==> src/rtl/control_acceso_pkg.sv <==
// control_acceso_pkg: state encoding and default parameters for the
// parametrised parking-gate access controller.
package control_acceso_pkg;

    typedef enum logic [2:0] {
        INICIO       = 3'd0,
        ESPERA_CLAVE = 3'd1,
        ABIERTA      = 3'd2,
        ALARMA_PIN   = 3'd3,
        BLOQUEO      = 3'd4
    } estado_t;

    localparam int          CLAVE_W_DEF        = 16;
    localparam logic [15:0] CLAVE_CORRECTA_DEF = 16'h1234;
    localparam int          MAX_INTENTOS_DEF   = 3;
    localparam int          TIMEOUT_DEF        = 64;

endpackage

==> src/rtl/control_acceso_param_temporizador.sv <==
// temporizador_paso: counts cycles while habilitar is high and flags the
// TIMEOUT_CICLOS-th one. Clears whenever habilitar drops.
module temporizador_paso #(
    parameter int TIMEOUT_CICLOS = 64
) (
    input  logic clk,
    input  logic reset,
    input  logic habilitar,
    output logic expirado
);
    localparam int             TW     = $clog2(TIMEOUT_CICLOS + 1);
    localparam logic [TW-1:0]  ULTIMO = TW'(TIMEOUT_CICLOS - 1);

    logic [TW-1:0] cnt_q, cnt_d;

    // Count while enabled, hold at the last value, clear when disabled
    always_comb begin
        cnt_d = cnt_q;
        if (!habilitar)
            cnt_d = '0;
        else if (cnt_q != ULTIMO)
            cnt_d = cnt_q + 1'b1;
    end

    // Counter register
    always_ff @(posedge clk) begin
        if (reset) cnt_q <= '0;
        else       cnt_q <= cnt_d;
    end

    assign expirado = habilitar && (cnt_q == ULTIMO);

endmodule

==> src/rtl/control_acceso_param.sv <==
// control_acceso_param: single-lane Moore FSM for a parking gate.
// PIN validation with wrong-attempt limit, tailgate lockout, and optional
// pass-through timeout enabled by defining CONTROL_ACCESO_TIMEOUT_EN.
module control_acceso_param
    import control_acceso_pkg::*;
#(
    parameter int                 CLAVE_W        = CLAVE_W_DEF,
    parameter logic [CLAVE_W-1:0] CLAVE_CORRECTA = CLAVE_CORRECTA_DEF,
    parameter int                 MAX_INTENTOS   = MAX_INTENTOS_DEF,
    parameter int                 TIMEOUT_CICLOS = TIMEOUT_DEF
) (
    input  logic               clk,
    input  logic               reset,
    input  logic               llegado_vehiculo,
    input  logic               paso_vehiculo,
    input  logic [CLAVE_W-1:0] clave_ingresada,
    input  logic               clave_valida,
    input  logic               boton_reset,
    output logic               abriendo_compuerta,
    output logic               cerrando_compuerta,
    output logic               alarm_pin_incorrecto,
    output logic               alarm_bloqueo
);
    localparam int            IW    = $clog2(MAX_INTENTOS + 1);
    localparam logic [IW-1:0] MAX_I = IW'(MAX_INTENTOS);

    estado_t       estado_q, estado_d;
    logic [IW-1:0] intentos_q, intentos_d, intentos_inc;
    logic          cerrar_q, cerrar_d;
    logic          clave_ok, clave_mal, expirado;

    assign clave_ok     = clave_valida && (clave_ingresada == CLAVE_CORRECTA);
    assign clave_mal    = clave_valida && (clave_ingresada != CLAVE_CORRECTA);
    assign intentos_inc = (intentos_q == MAX_I) ? intentos_q : intentos_q + 1'b1;

`ifdef CONTROL_ACCESO_TIMEOUT_EN
    temporizador_paso #(.TIMEOUT_CICLOS(TIMEOUT_CICLOS)) u_temporizador (
        .clk       (clk),
        .reset     (reset),
        .habilitar (estado_q == ABIERTA),
        .expirado  (expirado)
    );
`else
    assign expirado = 1'b0;
`endif

    // Next-state, attempt counter and close-pulse request
    always_comb begin
        estado_d   = estado_q;
        intentos_d = intentos_q;
        cerrar_d   = 1'b0;
        case (estado_q)
            INICIO: begin
                if (llegado_vehiculo) estado_d = ESPERA_CLAVE;
            end
            ESPERA_CLAVE: begin
                if (clave_ok) begin
                    estado_d   = ABIERTA;
                    intentos_d = '0;
                end else if (clave_mal) begin
                    intentos_d = intentos_inc;
                    if (intentos_inc == MAX_I) estado_d = ALARMA_PIN;
                end
            end
            ALARMA_PIN: begin
                if (clave_ok) begin
                    estado_d   = ABIERTA;
                    intentos_d = '0;
                end
            end
            ABIERTA: begin
                // A pass wins over the timeout; tailgating wins over both
                if (paso_vehiculo && llegado_vehiculo) begin
                    estado_d = BLOQUEO;
                end else if (paso_vehiculo || expirado) begin
                    estado_d = INICIO;
                    cerrar_d = 1'b1;
                end
            end
            BLOQUEO: begin
                if (boton_reset && clave_ok) begin
                    estado_d   = INICIO;
                    intentos_d = '0;
                end
            end
            default: estado_d = INICIO;
        endcase
    end

    // State registers
    always_ff @(posedge clk) begin
        if (reset) begin
            estado_q   <= INICIO;
            intentos_q <= '0;
            cerrar_q   <= 1'b0;
        end else begin
            estado_q   <= estado_d;
            intentos_q <= intentos_d;
            cerrar_q   <= cerrar_d;
        end
    end

    // Moore output decode from registered state and close-pulse flag
    always_comb begin
        abriendo_compuerta   = (estado_q == ABIERTA);
        cerrando_compuerta   = cerrar_q || (estado_q == BLOQUEO);
        alarm_pin_incorrecto = (estado_q == ALARMA_PIN);
        alarm_bloqueo        = (estado_q == BLOQUEO);
    end

endmodule
==> config.mk <==
export PLATFORM = sky130hd
export DESIGN_NAME = control_acceso_param
export DESIGN_NICKNAME = d
export VERILOG_FILES = /design/src/rtl/control_acceso_pkg.sv /design/src/rtl/control_acceso_param_temporizador.sv /design/src/rtl/control_acceso_param.sv
export SDC_FILE = /design/constraint.sdc
export NUM_CORES = 1
export LEC_CHECK = 0
export ABC_AREA = 1
export CORE_MARGIN = 10
export CORE_UTILIZATION = 27
export DETAILED_ROUTE_END_ITERATION = 10
export PLACE_DENSITY = 0.56
export SETUP_SLACK_MARGIN = 0.4
export SYNTH_ARGS = -nofsm -noshare
export SYNTH_HDL_FRONTEND = slang
export SYNTH_SLANG_ARGS = --single-unit
==> constraint.sdc <==
create_clock -name clk -period 1.65 [get_ports clk]
set_input_delay 0.2475 -clock clk [delete_from_list [all_inputs] [get_ports clk]]
set_output_delay 0.2475 -clock clk [all_outputs]
set_load 0.02 [all_outputs]
==> summary.txt, run 1 <==
Power
  • Net switching power of the design: 503 µW
  • Proportion of power drawn by combinational gates: 66.2%
  • Clk pwr share: 12.6%
  • Switching power as a share of total power: 44.0%
  • Worst VDD drop: 686 µV
  • Power per unit of standard cell area: 1250 mW/mm²
  • Seq pwr share: 21.2%
  • Int Power: 640 µW
  • Leak Pwr: 0.506 nW

Cells and area
  • Share of post-route cells with drive strength above 1: 33.3%
  • Most frequent cells in the layout: 19 x nor2_1, 17 x nand2_1, 13 x inv_1, 13 x dlygate4sd2_1, 8 x buf_4
  • Area growth from synthesis to layout: 93.4%
  • # nets final: 147
  • Area of the multi-input gates: 348 µm²
  • Area taken by flip-flops and latches: 129 µm²
  • Antenna cells: 0
  • Commonest non-fill, non-tap cell in the layout: nor2_1
  • Non-filler instance count after layout: 140
  • Layout Utilization: 54.1%
  • # fillers: 173

Die
  • Die Area: 0.00383 mm²
  • Core region area: 0.00169 mm²
  • Ports placed on the boundary: 26
  • Chip Width: 61.9 µm
  • Initial standard-cell utilization of the core: 28.0%
  • Vert. Die Dim: 61.9 µm
  • Row Count: 15

Timing
  • Final Slew Violations: 0
  • Transition time at the pin with the least slew margin: 0.283 ns
  • Peak clock frequency supported by timing: 0.742 GHz
  • Post-route setup TNS: 0 ns
  • Unrepaired setup endpoints after global routing: yes
  • Final period demand of the worst path: 1.35 ns
  • Final Hold Vio Count: 0
  • Number of setup violations in the final report: 0
  • Worst slew margin: 80.9%
  • Post-Route Skew: 0.00746 ns
  • Final period util: 81.7%

Synthesis
  • Synthesized netlist net count: 107
  • Post-synthesis cell area: 473 µm²
  • Share of synthesized area occupied by flip-flops and latches: 25.4%
  • Post-synth top area cell: dfxtp_1
  • Register bit count reported by yosys: 6
  • Post-synth top area share: 25.4%
  • Warnings from Yosys: 0
  • Synthesized instance count: 85
  • Synthesized area per cell: 5.56 µm²
  • Number of unique standard cell types used by synthesis: 17
  • Ranking of synthesized cells by area: dfxtp_1 25%, nor2_1 18%, nand2_1 16%

Global routing
  • Maximum number of pins on one net before global-route repair: 7
  • Gr ovfl total: 0
  • First-pass GRT wire length: 2.36 mm
  • Vias in the first global route: 529
  • Aggregate global-route resource usage: 8.30%
  • Antenna violations before repair: 0

Worst setup path
  • Combined buffer and inverter count along the critical path: 2
  • Cell-by-cell trace of the critical path: nor2_4 -> nand2_2 -> inv_2 -> or2_4 -> buf_6
  • Endpoint arrival time on the critical path: 1.10 ns
  • Reg2reg start: estado_q[0]
  • Crit Path Category: register to primary output
  • Cell family with most CP delay: flip-flops
  • Data required time of the critical path: 1.40 ns
  • Category of the worst setup path capture point: primary output
  • Crit start category: register
  • Largest fanout on the critical path: 4
  • Slowest stage cell on the critical path: dfxtp_4
  • Worst stage delay on the critical path: 0.37 ns
  • Startpoint of the worst setup timing path: estado_q[1]

Detailed routing
  • Routed Wire Length: 1.67 mm
  • Detailed Route Iter0 Violations: 7
  • DR vias: 633
  • Detail-routed via count per cell: 4.52
  • Number of DRC violations after detailed routing: 0
  • Per-cell routed wire length: 11.9 µm
  • Antenna Violating Nets Remaining: 0
  • Drt first pass iters: 4

Job
  • Number of max-capacitance violations reported: 0

Placement
  • IO buf count: 25
  • Routability Congestion: 0.735
  • Count of placed standard cells including taps: 131
  • HPWL reported at the end of detailed placement: 1.22 mm

Clock network
  • Clock Latency Late Sink: 0.25 ns
  • Number of buffers created by CTS: 3
  • Number of clock sinks: 6
  • Cts-stage hold buffer count: 0
  • CTS tree: built
  • Buffer depth of the longest clock path: 2
  • Number of levels in the clock H-tree: 1
  • CTS root buf: clkbuf_4
  • Clock edge transition at the registers on the reported setup and hold paths: 0.06 ns

Min path
  • Path type of the worst min-delay path: input pin to register
  • Hold Startpoint: llegado_vehiculo

Status
  • Outcome: completed
cell families (layout without fill, tap and decap cells):
family	after synthesis	after routing	share of synthesized area, %
DFF	6	6	25.4
buffers and inverters	17	55	13.5
AOI/OAI and AO/OA	6	6	7.14
and+or+nand+nor	56	56	54.0
metal layers:
metal	routed length (µm)	vias up	GRT usage [%]
met5	0	-	0
met4	9	0	3.82
met3	218	2	4.67
met2	778	25	12.7
met1	664	272	9.10
li1	-	334	-
final timing paths:
| kind | endpoint | slack (ns) | cells past startpoint |
|---|---|---|---|
| setup reg to reg | estado_q[1] | 0.36 | 10 |
| hold reg to reg | estado_q[2] | 0.52 | 2 |
| hold / removal | cerrar_q | 0.27 | 2 |
| setup / recovery | cerrando_compuerta | 0.30 | 5 |
Yosys cell counts (all sizes together):
master  count
nand3       5
o21ai       6
nand2      21
dfxtp       6
nand4       1
nor2       25
nand3b      1
nor4b       1
or2         2
inv        17
cell type report:
class | instances | area share [%]
multi-input combinational | 62 | 38.0
timing repair buffer | 35 | 35.8
sequential | 6 | 14.1
inverter | 17 | 7.25
clock buffer | 3 | 2.46
tap | 17 | 2.33
worst register-to-register path: stages (launching register included):
cell     delay [ns]
dfxtp_4        0.35
buf_6          0.13
nand2_4        0.07
buf_6          0.10
o21ai_4        0.05
nand2_2        0.07
nand3_2        0.09
nor2_4         0.15
nand2_1        0.07
nand2_1        0.06
nor2_1         0.04
power groups by stage:
stage | logic [mW] | clock network [mW] | registers (mW)
after floorplan | 0.385 | 0 | 0.217
after global placement | 0.577 | 0 | 0.224
after detailed placement | 0.577 | 0 | 0.224
after CTS | 0.624 | 0.149 | 0.228
after global routing | 0.839 | 0.159 | 0.247
final | 0.757 | 0.144 | 0.242
flip-flops by register name, summed over array words and instances, names as in the netlist:
signal and flops:
estado_q 3, intentos_q 2, cerrar_q 1
metrics by stage:
step | hold slack (ns) | power [mW] | cell area (µm²) | setup slack, ns
after global placement | 0.511 | 0.800 | 777 | -0.0402
after detailed placement | 0.513 | 0.801 | 777 | -0.0389
after CTS | 0.511 | 1.00 | 812 | 0.276
after global routing | 0.257 | 1.25 | 915 | 0.250
final | 0.270 | 1.14 | 915 | 0.303
after floorplan | 0.324 | 0.603 | 475 | 0.448
what timing repair did:
item,in CTS,in global routing
resized for setup,43,24
setup endpoints to repair,9,9
pin swaps,16,16
buffers inserted,2,4
Note: power is estimated with default switching activity, not from simulation.
==> inputs of run 2 (changes only) <==
==> constraint.sdc (replaced) <==
create_clock -name clk -period 1.3 [get_ports clk]
set_input_delay 0.195 -clock clk [delete_from_list [all_inputs] [get_ports clk]]
set_output_delay 0.195 -clock clk [all_outputs]
set_load 0.02 [all_outputs]
==> summary.txt, run 2 (same netlist as run 1, synthesis figures left out) <==
Timing
  • Final Slew Violations: 0
  • Minimum setup slack in the final design: -0.0232 ns
  • Final period util: 102%
  • Peak clock frequency supported by timing: 0.756 GHz
  • Worst slew margin: 84.5%
  • Final period demand of the worst path: 1.32 ns
  • Final Hold Vio Count: 0
  • Post-Route Skew: 0.00429 ns
  • Post-route setup TNS: -0.0658 ns
  • Transition time at the pin with the least slew margin: 0.229 ns
  • Number of setup violations in the final report: 3
  • Unrepaired setup endpoints after global routing: yes

Placement
  • IO buf count: 25
  • HPWL reported at the end of detailed placement: 1.29 mm
  • Routability Congestion: 0.828
  • Worst Setup Slack post-DPL: -0.361 ns

Die
  • Initial standard-cell utilization of the core: 28.0%
  • Row Count: 15
  • Ports placed on the boundary: 26
  • Vert. Die Dim: 61.9 µm
  • Die Area: 0.00383 mm²
  • Chip Width: 61.9 µm
  • Core region area: 0.00169 mm²

Power
  • Power per unit of standard cell area: 1610 mW/mm²
  • Proportion of power drawn by combinational gates: 67.7%
  • Clk pwr share: 13.1%
  • Switching power as a share of total power: 42.7%
  • Worst VDD drop: 1060 µV
  • Int Power: 871 µW
  • Seq pwr share: 19.3%
  • Leak Pwr: 0.486 nW
  • Net switching power of the design: 649 µW

Status
  • Outcome: finished, violations left
  • Failing checks: negative setup slack

Global routing
  • First-pass GRT wire length: 2.70 mm
  • Maximum number of pins on one net before global-route repair: 7
  • Antenna violations before repair: 0
  • Aggregate global-route resource usage: 9.09%
  • Vias in the first global route: 626
  • Gr ovfl total: 0

Detailed routing
  • Number of DRC violations after detailed routing: 0
  • Routed Wire Length: 1.61 mm
  • Drt first pass iters: 4
  • Detail-routed via count per cell: 4.24
  • DR vias: 624
  • Detailed Route Iter0 Violations: 16
  • Antenna Violating Nets Remaining: 0
  • Per-cell routed wire length: 11.0 µm

Cells and area
  • Area growth from synthesis to layout: 99.7%
  • # nets final: 153
  • Most frequent cells in the layout: 20 x nor2_1, 17 x nand2_1, 14 x buf_4, 13 x dlygate4sd2_1, 12 x inv_1
  • Share of post-route cells with drive strength above 1: 36.2%
  • Commonest non-fill, non-tap cell in the layout: nor2_1
  • Registers with the most flip-flops: estado_q: 3 flops, intentos_q: 2 flops, cerrar_q: 1 flops
  • Number of flip-flops under the largest register name: 3
  • Antenna cells: 0
  • Reg with most FFs: estado_q

Clock network
  • Buffer depth of the longest clock path: 2
  • Number of levels in the clock H-tree: 1
  • Cts-stage hold buffer count: 0
  • CTS tree: built
  • CTS root buf: clkbuf_4
  • Clock edge transition at the registers on the reported setup and hold paths: 0.05 ns
  • Number of buffers created by CTS: 3
  • Clock Latency Late Sink: 0.25 ns
  • Number of clock sinks: 6

Job
  • Number of max-capacitance violations reported: 0

Worst setup path
  • Crit Path Category: input pin to register
  • Data required time of the critical path: 1.44 ns
  • Crit start category: input pin
  • Endpoint arrival time on the critical path: 1.46 ns
  • Largest fanout on the critical path: 6
  • Category of the worst setup path capture point: register

Min path
  • Path type of the worst min-delay path: input pin to register
==> run 2: cell types whose count changed in the layout (fill, tap and decap cells not counted) <==
cell / delta
clkdlybuf4s50_1: +5
dlymetal6s2s_1: -5
clkbuf_1: +1
buf_4: +6
inv_2: +1
nor2_1: +1
buf_2: -1
nand2_2: +1
inv_1: -1
buf_6: +1
nor2_4: -1
nand2_4: -1
==> run 2: worst paths after layout <==
| check | start | endpoint | slack, ns | depth (start not counted) |
|---|---|---|---|---|
| worst min-delay path | reset | cerrar_q | 0.53 | 2 |
| worst max register to register | estado_q[0] | estado_q[0] | -0.02 | 11 |
| worst max-delay path | clave_ingresada[2] | estado_q[0] | -0.02 | 10 |
| worst min register to register | intentos_q[0] | intentos_q[0] | 0.54 | 4 |
==> run 2: per-layer routing <==
layer,routed length (µm),track usage [%]
met1,719,10.0
met3,68,2.03
met2,824,16.3
met5,0,0
met4,0,3.82
==> run 2: power groups by stage <==
stage / sequential [mW] / clock [mW] / combinational, mW
CTS: 0.291 / 0.208 / 0.964
finish: 0.293 / 0.198 / 1.03
floorplan: 0.295 / 0 / 0.509
global route: 0.300 / 0.219 / 1.16
global placement: 0.286 / 0 / 0.848
detailed placement: 0.289 / 0 / 0.851
==> run 2: per-stage QoR <==
step	power, mW	hold WS, ns	util [%]	instance area [µm²]	instances
after floorplan	0.805	0.272	-	492	85
after global placement	1.13	0.519	50.1	846	138
after detailed placement	1.14	0.526	50.1	846	138
after CTS	1.46	0.523	54.6	922	145
after global routing	1.68	0.531	55.9	945	147
final	1.52	0.530	55.9	945	147
==> run 2: area by class of cell <==
| class | instances | area (µm²) |
|---|---|---|
| clock buffer | 4 | 26.3 |
| fill | 176 | 744 |
| inverter | 17 | 66.3 |
| multi-input combinational | 62 | 335 |
| sequential | 6 | 129 |
| tap | 17 | 21.3 |
| timing repair buffer | 41 | 367 |
==> run 2: what timing repair did <==
item | CTS | global route
setup buffers | 3 | 2
endpoints found under the setup margin | 10 | 10
pin swaps | 18 | 8
resized for setup | 48 | 5
hold endpoints to repair | 0 | 0
==> run 2: critical path: stages <==
cell and delay (ns):
clkdlybuf4s50_1 0.45, nand2_1 0.05, nor2_1 0.11, nand3_2 0.12, nand2_2 0.10, nand3_2 0.10
nor2_4 0.17, nand2_1 0.07, nand2_1 0.05, nor2_1 0.04
==> inputs of run 3 (changes only) <==
--- a/config.mk
+++ b/config.mk
@@ -10,7 +10,7 @@
 export CORE_UTILIZATION = 27
 export DETAILED_ROUTE_END_ITERATION = 10
 export PLACE_DENSITY = 0.56
-export SETUP_SLACK_MARGIN = 0.4
+export SETUP_SLACK_MARGIN = 0.15
 export SYNTH_ARGS = -nofsm -noshare
 export SYNTH_HDL_FRONTEND = slang
 export SYNTH_SLANG_ARGS = --single-unit
==> constraint.sdc (replaced) <==
create_clock -name clk -period 1.5 [get_ports clk]
set_input_delay 0.225 -clock clk [delete_from_list [all_inputs] [get_ports clk]]
set_output_delay 0.225 -clock clk [all_outputs]
set_load 0.02 [all_outputs]
==> summary.txt, run 3 (same netlist as run 1, synthesis figures left out) <==
Status
  • Outcome: completed

Clock network
  • Number of levels in the clock H-tree: 1
  • CTS root buf: clkbuf_4
  • Clock edge transition at the registers on the reported setup and hold paths: 0.05 ns
  • Number of buffers created by CTS: 3
  • CTS tree: built
  • Number of clock sinks: 6
  • Buffer depth of the longest clock path: 2
  • Clock Latency Late Sink: 0.24 ns
  • Cts-stage hold buffer count: 0

Die
  • Row Count: 15
  • Core region area: 0.00169 mm²
  • Die Area: 0.00383 mm²
  • Vert. Die Dim: 61.9 µm
  • Initial standard-cell utilization of the core: 28.0%
  • Chip Width: 61.9 µm
  • Ports placed on the boundary: 26

Detailed routing
  • Routed Wire Length: 1.60 mm
  • Drt first pass iters: 4
  • Antenna Violating Nets Remaining: 0
  • Per-cell routed wire length: 11.5 µm
  • DR vias: 614
  • Detail-routed via count per cell: 4.42
  • Number of DRC violations after detailed routing: 0
  • Detailed Route Iter0 Violations: 8

Power
  • Int Power: 642 µW
  • Seq pwr share: 21.6%
  • Proportion of power drawn by combinational gates: 65.4%
  • Power per unit of standard cell area: 1320 mW/mm²
  • Leak Pwr: 0.485 nW
  • Switching power as a share of total power: 44.1%
  • Clk pwr share: 13.0%
  • Worst VDD drop: 859 µV
  • Net switching power of the design: 506 µW

Cells and area
  • Layout Utilization: 51.6%
  • Share of post-route cells with drive strength above 1: 32.8%
  • Reg with most FFs: estado_q
  • Area growth from synthesis to layout: 84.4%
  • Registers with the most flip-flops: estado_q: 3 flops, intentos_q: 2 flops, cerrar_q: 1 flops
  • Antenna cells: 0
  • Number of flip-flops under the largest register name: 3
  • # nets final: 146
  • Most frequent cells in the layout: 18 x nand2_1, 18 x nor2_1, 13 x inv_1, 12 x dlygate4sd2_1
  • # fillers: 193

Timing
  • Number of setup violations in the final report: 0
  • Worst slew margin: 85.3%
  • Peak clock frequency supported by timing: 0.760 GHz
  • Post-Route Skew: 0.000382 ns
  • Final period demand of the worst path: 1.32 ns
  • Post-route setup TNS: 0 ns
  • Hold slack final: 0.518 ns
  • Final period util: 87.7%
  • Final Hold Vio Count: 0
  • Transition time at the pin with the least slew margin: 0.217 ns
  • Final Slew Violations: 0
  • Unrepaired setup endpoints after global routing: yes

Placement
  • IO buf count: 25
  • HPWL reported at the end of detailed placement: 1.28 mm
  • Routability Congestion: 0.771

Worst setup path
  • Data required time of the critical path: 1.27 ns
  • Category of the worst setup path capture point: primary output
  • Endpoint arrival time on the critical path: 1.09 ns
  • Largest fanout on the critical path: 2
  • Worst r2r path cells: 9
  • Crit Path Category: register to primary output
  • Crit start category: register

Global routing
  • First-pass GRT wire length: 2.62 mm
  • Antenna violations before repair: 0
  • Aggregate global-route resource usage: 9.21%
  • Maximum number of pins on one net before global-route repair: 7
  • Gr ovfl total: 0
  • Vias in the first global route: 619

Min path
  • Hold Path Depth: 2
  • Path type of the worst min-delay path: register to register

Job
  • Number of max-capacitance violations reported: 0
run 3: worst max-delay path: stages, from the launching register on:
cell	delay [ns]
dfxtp_2	0.34
nor2_2	0.05
nand2_2	0.07
inv_2	0.04
or2_4	0.22
buf_6	0.13
run 3: path summary, 6_finish.rpt:
path                             startpoint                 end  slack [ns]
worst max-delay path            estado_q[0]  cerrando_compuerta        0.18
worst min-delay path            estado_q[2]         estado_q[2]        0.52
worst max register to register  estado_q[0]       intentos_q[0]        0.19
worst min register to register  estado_q[2]         estado_q[2]        0.52
run 3: area by class of cell:
cell class | count | area [µm²] | area share (%)
tap | 17 | 21.3 | 2.44
sequential | 6 | 124 | 14.2
multi-input combinational | 62 | 330 | 37.9
timing repair buffer | 34 | 310 | 35.6
inverter | 17 | 63.8 | 7.32
clock buffer | 3 | 22.5 | 2.58
run 3: metrics by stage:
stage	setup slack, ns	total power, mW	cell area (µm²)	instances
after floorplan	0.250	0.657	473	85
after global placement	-0.167	0.901	797	134
after detailed placement	-0.195	0.905	797	134
after CTS	0.129	1.11	842	139
after global routing	0.0802	1.26	872	139
final	0.184	1.15	872	139
run 3: power by group through the flow:
stage          Clock (mW)  Combinational, mW  Sequential, mW
6_report            0.149              0.751           0.248
5_1_grt             0.174              0.839           0.251
4_1_cts             0.159              0.702           0.245
3_5_place_dp            0              0.667           0.237
3_3_place_gp            0              0.664           0.236
2_1_floorplan           0              0.418           0.239
run 3: timing repair:
action	in CTS	in global routing
buffers inserted	2	0
pin swaps	19	15
setup endpoints to repair	9	7
gates resized for setup	41	16
run 3: metal layers:
metal  vias up  track usage (%)  share of wire (%)
met5         -                0                  0
met4         0             4.78               0.69
met3         2             5.08                 14
met2        20             15.1                 44
met1       263             9.23                 41
li1        329                -                  -
